`src/rtl/serial_adder_pkg.sv`:
```
// Shared definitions for the bit-serial adder: FSM state encoding.
package serial_adder_pkg;

  typedef enum logic [1:0] {
    IDLE = 2'd0,
    ADD  = 2'd1,
    DONE = 2'd2
  } state_e;

endpackage : serial_adder_pkg

```
`src/rtl/serial_adder_fulladder.sv`:
```
// One-bit full adder used by the serial datapath.
module fulladder (
  input  logic a,
  input  logic b,
  input  logic c,
  output logic sum,
  output logic carry
);

  assign sum   = a ^ b ^ c;
  assign carry = (a & b) | (c & (a ^ b));

endmodule : fulladder

```
`src/rtl/serial_adder.sv`:
```
// Bit-serial adder: adds one bit pair per cycle, LSB first, and reports the
// WIDTH-bit result plus carry-out through registered outputs.
module serial_adder
  import serial_adder_pkg::*;
#(
  parameter int WIDTH = 8
) (
  input  logic             clk,
  input  logic             reset,
  input  logic             start,
  input  logic [WIDTH-1:0] a,
  input  logic [WIDTH-1:0] b,
  input  logic             cin,
  output logic             busy,
  output logic             done,
  output logic [WIDTH-1:0] sum,
  output logic             carry
);

  localparam int CW = $clog2(WIDTH + 1);
  localparam logic [CW-1:0] LAST = CW'(WIDTH - 1);

  state_e           state_q;
  logic [WIDTH-1:0] a_sh_q;
  logic [WIDTH-1:0] b_sh_q;
  logic [WIDTH-1:0] psum_q;
  logic [WIDTH-1:0] sum_q;
  logic [CW-1:0]    cnt_q;
  logic             c_q;
  logic             carry_q;
  logic             busy_q;
  logic             done_q;

  logic             fa_sum;
  logic             fa_carry;
  logic [WIDTH-1:0] psum_d;

  fulladder u_fa (
    .a     (a_sh_q[0]),
    .b     (b_sh_q[0]),
    .c     (c_q),
    .sum   (fa_sum),
    .carry (fa_carry)
  );

  // Sum bits enter at the MSB so that after WIDTH shifts bit 0 sits at the LSB.
  assign psum_d = {fa_sum, psum_q[WIDTH-1:1]};

  always_ff @(posedge clk) begin
    if (reset) begin
      state_q <= IDLE;
      a_sh_q  <= '0;
      b_sh_q  <= '0;
      psum_q  <= '0;
      sum_q   <= '0;
      cnt_q   <= '0;
      c_q     <= 1'b0;
      carry_q <= 1'b0;
      busy_q  <= 1'b0;
      done_q  <= 1'b0;
    end else begin
      case (state_q)
        IDLE: begin
          done_q <= 1'b0;
          if (start) begin
            a_sh_q  <= a;
            b_sh_q  <= b;
            c_q     <= cin;
            cnt_q   <= '0;
            busy_q  <= 1'b1;
            state_q <= ADD;
          end
        end
        ADD: begin
          a_sh_q <= {1'b0, a_sh_q[WIDTH-1:1]};
          b_sh_q <= {1'b0, b_sh_q[WIDTH-1:1]};
          c_q    <= fa_carry;
          psum_q <= psum_d;
          cnt_q  <= cnt_q + CW'(1);
          if (cnt_q == LAST) begin
            sum_q   <= psum_d;
            carry_q <= fa_carry;
            busy_q  <= 1'b0;
            done_q  <= 1'b1;
            state_q <= DONE;
          end
        end
        DONE: begin
          done_q  <= 1'b0;
          state_q <= IDLE;
        end
        default: begin
          busy_q  <= 1'b0;
          done_q  <= 1'b0;
          state_q <= IDLE;
        end
      endcase
    end
  end

  assign busy  = busy_q;
  assign done  = done_q;
  assign sum   = sum_q;
  assign carry = carry_q;

endmodule : serial_adder

```
`config.mk`:
```
export PLATFORM = sky130hd
export DESIGN_NAME = serial_adder
export DESIGN_NICKNAME = d
export VERILOG_FILES = /design/src/rtl/serial_adder_pkg.sv /design/src/rtl/serial_adder_fulladder.sv /design/src/rtl/serial_adder.sv
export SDC_FILE = /design/constraint.sdc
export NUM_CORES = 1
export LEC_CHECK = 0
export CAP_MARGIN = 25
export CORE_ASPECT_RATIO = 0.8
export CORE_UTILIZATION = 35
export DETAILED_ROUTE_END_ITERATION = 8
export HOLD_SLACK_MARGIN = 0.05
export PLACE_DENSITY = 0.55
export SYNTH_ARGS = -nofsm -noshare
export SYNTH_HDL_FRONTEND = slang
export SYNTH_SLANG_ARGS = --single-unit
```
`constraint.sdc`:
```
create_clock -name clk -period 1.5 [get_ports clk]
set_input_delay 0.45 -clock clk [delete_from_list [all_inputs] [get_ports clk]]
set_output_delay 0.45 -clock clk [all_outputs]
set_load 0.01 [all_outputs]
```
==> flow_summary.json, run 1 <==
{
  "fin_skew_ps": 7.35,
  "ant_nets": 0,
  "synth.distinct_cells": 32,
  "htree_levels": 2,
  "numPlacedInstances": 289,
  "crit_path_start_kind": "flop",
  "report.final.slew_viol_count": 0,
  "cts_tree": "built",
  "synth_top_area_cell": "dfxtp_1",
  "clkSlewWorstSetupHoldPaths_ps": 70,
  "start_util_pct": 36.8,
  "fp.dieArea_um2": 5620,
  "fmax_mhz": 731,
  "grt_pass1_vias": 1340,
  "period_needed_ps": 1370,
  "crit_start": "cnt_q[0]$_SDFFE_PP0P_",
  "fillers": 500,
  "vias": 1489,
  "fin_crit_sh_pct": 91.2,
  "slew_headroom_pct": 63.1,
  "die_h_um": 67.2,
  "wl_um": 4020,
  "cts_buffer_depth": 2,
  "first_pass_iters": 4,
  "powerDensity_nw_per_um2": 994,
  "p_clk_share_pct": 38.1,
  "rrSetupSlack_ps": 130,
  "grt_pass1_wl_um": 6680,
  "hpwl_um": 2700,
  "numPortBuffers": 30,
  "ys_ff_latch": 41,
  "synthTopCellsByCount": "dfxtp_1 (41), nand2b_1 (20), nor2_1 (19), nand2_1 (15), a21oi_1 (11)",
  "crit_path_max_fanout": 4,
  "fin_area_um2": 2450,
  "pwr-share-seq_pct": 48.3,
  "p_comb_share_pct": 13.7,
  "async_flop_share_pct": 0,
  "rsz0062_at_grt": "false",
  "clk_latency_ps": 290,
  "cts-root-buf": "clkbuf_8",
  "synth_edf_count": 0,
  "reg2reg_from": "cnt_q[0]$_SDFFE_PP0P_",
  "synth_top_area_share_pct": 44.1,
  "setup-tns-final_ps": 0,
  "layoutNonFillerInstCount": 299,
  "hold_class": "reg -> reg",
  "setup_violations": 0,
  "endpoint": "sum[1]$_SDFFE_PP0P_",
  "synthFlopType": "dfxtp_1",
  "antenna_cells": 0,
  "p_sw_share_pct": 23.5,
  "synthCells": 195,
  "vdd_ir_drop_max_mv": 0.572,
  "drt-wirelength-per-cell_um": 13.4,
  "clock-sinks": 41,
  "ys_warn_count": 0,
  "status": "completed",
  "max-cap-violations": 0,
  "post_drt_via_cell_ratio": 4.98,
  "avgSynthCellArea_um2": 9.55,
  "cts-buffers-inserted": 5,
  "synthTopCellsByArea": "dfxtp_1 (44%), a211oi_2 (6.7%), nand2b_1 (6.7%), mux2i_1 (5.4%), nor2_1 (3.8%)",
  "holdPathStages": 2,
  "grt_overflow_total": 0,
  "syn_area_um2": 1860,
  "die_w_um": 83.5,
  "hold_viol": 0,
  "synthesis.nets": 217,
  "r2r-end": "sum[1]$_SDFFE_PP0P_",
  "required_ps": 1720,
  "worst_pin_slew_ps": 553,
  "gp_congestion": 0.752,
  "p_total_uw": 2440,
  "grtUsageTotal_pct": 15.2,
  "yosysMostFrequentCell": "dfxtp_1",
  "fin_hold_ws_ps": 455,
  "reg2regPathDepth": 5,
  "cp-end-kind": "flop",
  "area_growth_pct": 31.7,
  "arrival_ps": 1590,
  "p_switching_uw": 573,
  "internal_power_uw": 1860,
  "ios": 31,
  "critical_path_class": "reg -> reg",
  "placed_cell_area_um2": 2310,
  "leakage_uw": 0.000941,
  "remaining_drc_errors": 0,
  "fin_nets": 258,
  "core_um2": 5060,
  "yosysSeqAreaShare_pct": 44.1,
  "num_rows": 23,
  "drt_iter0_markers": 88,
  "grt_max_degree": 30,
  "drive_gt1_share_pct": 22.4,
  "grt_antenna_before_repair": 0
}
critical path, cell delays in order, from the launching register on:
cell,delay [ps]
dfxtp_1,370
ha_2,220
nand3_1,140
nor3_4,200
buf_4,190
mux2i_1,180
per-stage QoR:
step           setup WS [ps]  util, %
2_1_floorplan            252        -
3_3_place_gp            -249     45.6
3_5_place_dp            -244     45.6
5_1_grt                 18.8     48.4
6_report                 132     48.4
4_1_cts                 65.0     47.6
how the worst min path moves through the flow:
stage	from	endpoint	slack, ps
3_5_place_dp	psum_q[1]$_SDFFE_PP0N_	psum_q[1]$_SDFFE_PP0N_	450
3_3_place_gp	psum_q[1]$_SDFFE_PP0N_	psum_q[1]$_SDFFE_PP0N_	440
5_1_grt	psum_q[1]$_SDFFE_PP0N_	psum_q[1]$_SDFFE_PP0N_	490
6_report	psum_q[1]$_SDFFE_PP0N_	psum_q[1]$_SDFFE_PP0N_	450
4_1_cts	psum_q[1]$_SDFFE_PP0N_	psum_q[1]$_SDFFE_PP0N_	460
2_1_floorplan	psum_q[1]$_SDFFE_PP0N_	psum_q[1]$_SDFFE_PP0N_	440
layer usage:
layer  track usage [%]  up-vias  part of all wire [%]
met1              23.2      695                    57
met4              5.08        0                  0.62
li1                  -      765                     -
met2              20.3       25                    39
met5                 0        -                     0
met3              3.91        4                   3.3
layout make-up:
type,instances,area (um^2),share of cell area (%)
repair buffers,50,493,20.1
multi-input cells,136,932,38.0
inverters,2,11.3,0.459
well taps,62,77.6,3.16
flip-flops and latches,41,821,33.5
clock inverters,1,30.0,1.23
clock buffers,7,86.3,3.52
logic make-up after synthesis:
| kind of cell | after synthesis | synth area share, % |
|---|---|---|
| DFF | 41 | 44.1 |
| muxes | 10 | 5.38 |
| AOI/OAI and AO/OA | 49 | 21.4 |
| adders and majority gates | 2 | 1.75 |
| buffers and inverters | 18 | 6.72 |
| and+or+nand+nor | 75 | 20.7 |
power by group through the flow:
stage	Clock, uW	Sequential [uW]	Combinational, uW
after floorplan	0	1190	206
after global placement	0	1200	334
after detailed placement	0	1200	335
after CTS	953	1180	334
after global routing	998	1180	367
final	928	1180	333
registers in the layout, indices dropped and copies added (netlist names):
signal   count
a_sh_q       8
b_sh_q       8
busy         1
c_q          1
carry        1
cnt_q        4
done         1
psum_q       7
state_q      2
sum          8
repair_timing:
item / in CTS / in global routing
setup buffers: 0 / 1
cloned: 0 / 1
resized for setup: 11 / 12
endpoints found under the hold margin: 0 / 0
endpoints found under the setup margin: 11 / 11
hold buffers: 0 / 0
pin swaps: 0 / 0
cell usage in the layout, fill, tap and decap left out, drive strengths merged, types with 2 or more instances in the layout:
master | netlist | final
a211oi | 16 | 16
a21oi | 11 | 11
a22oi | 3 | 3
buf | 15 | 20
clkbuf | 1 | 7
clkdlybuf4s50 | 0 | 18
dfxtp | 41 | 41
dlygate4sd2 | 0 | 11
mux2i | 10 | 10
nand2 | 15 | 15
nand2b | 20 | 20
nand3 | 2 | 2
nor2 | 29 | 29
nor3 | 3 | 3
o22ai | 7 | 7
o2bb2ai | 8 | 8
(Power assumes the default switching activity.)
==> run 2, diff against run 1 <==
- CTS_CLUSTER_SIZE: unset -> 40
==> results of run 2 <==
Final layout, timing and power as in run 1 (identical DEF).
==> run 3, diff against run 2 <==
- TNS_END_PERCENT: unset -> 100
==> results of run 3 <==
Final layout, timing and power as in run 1 (identical DEF).
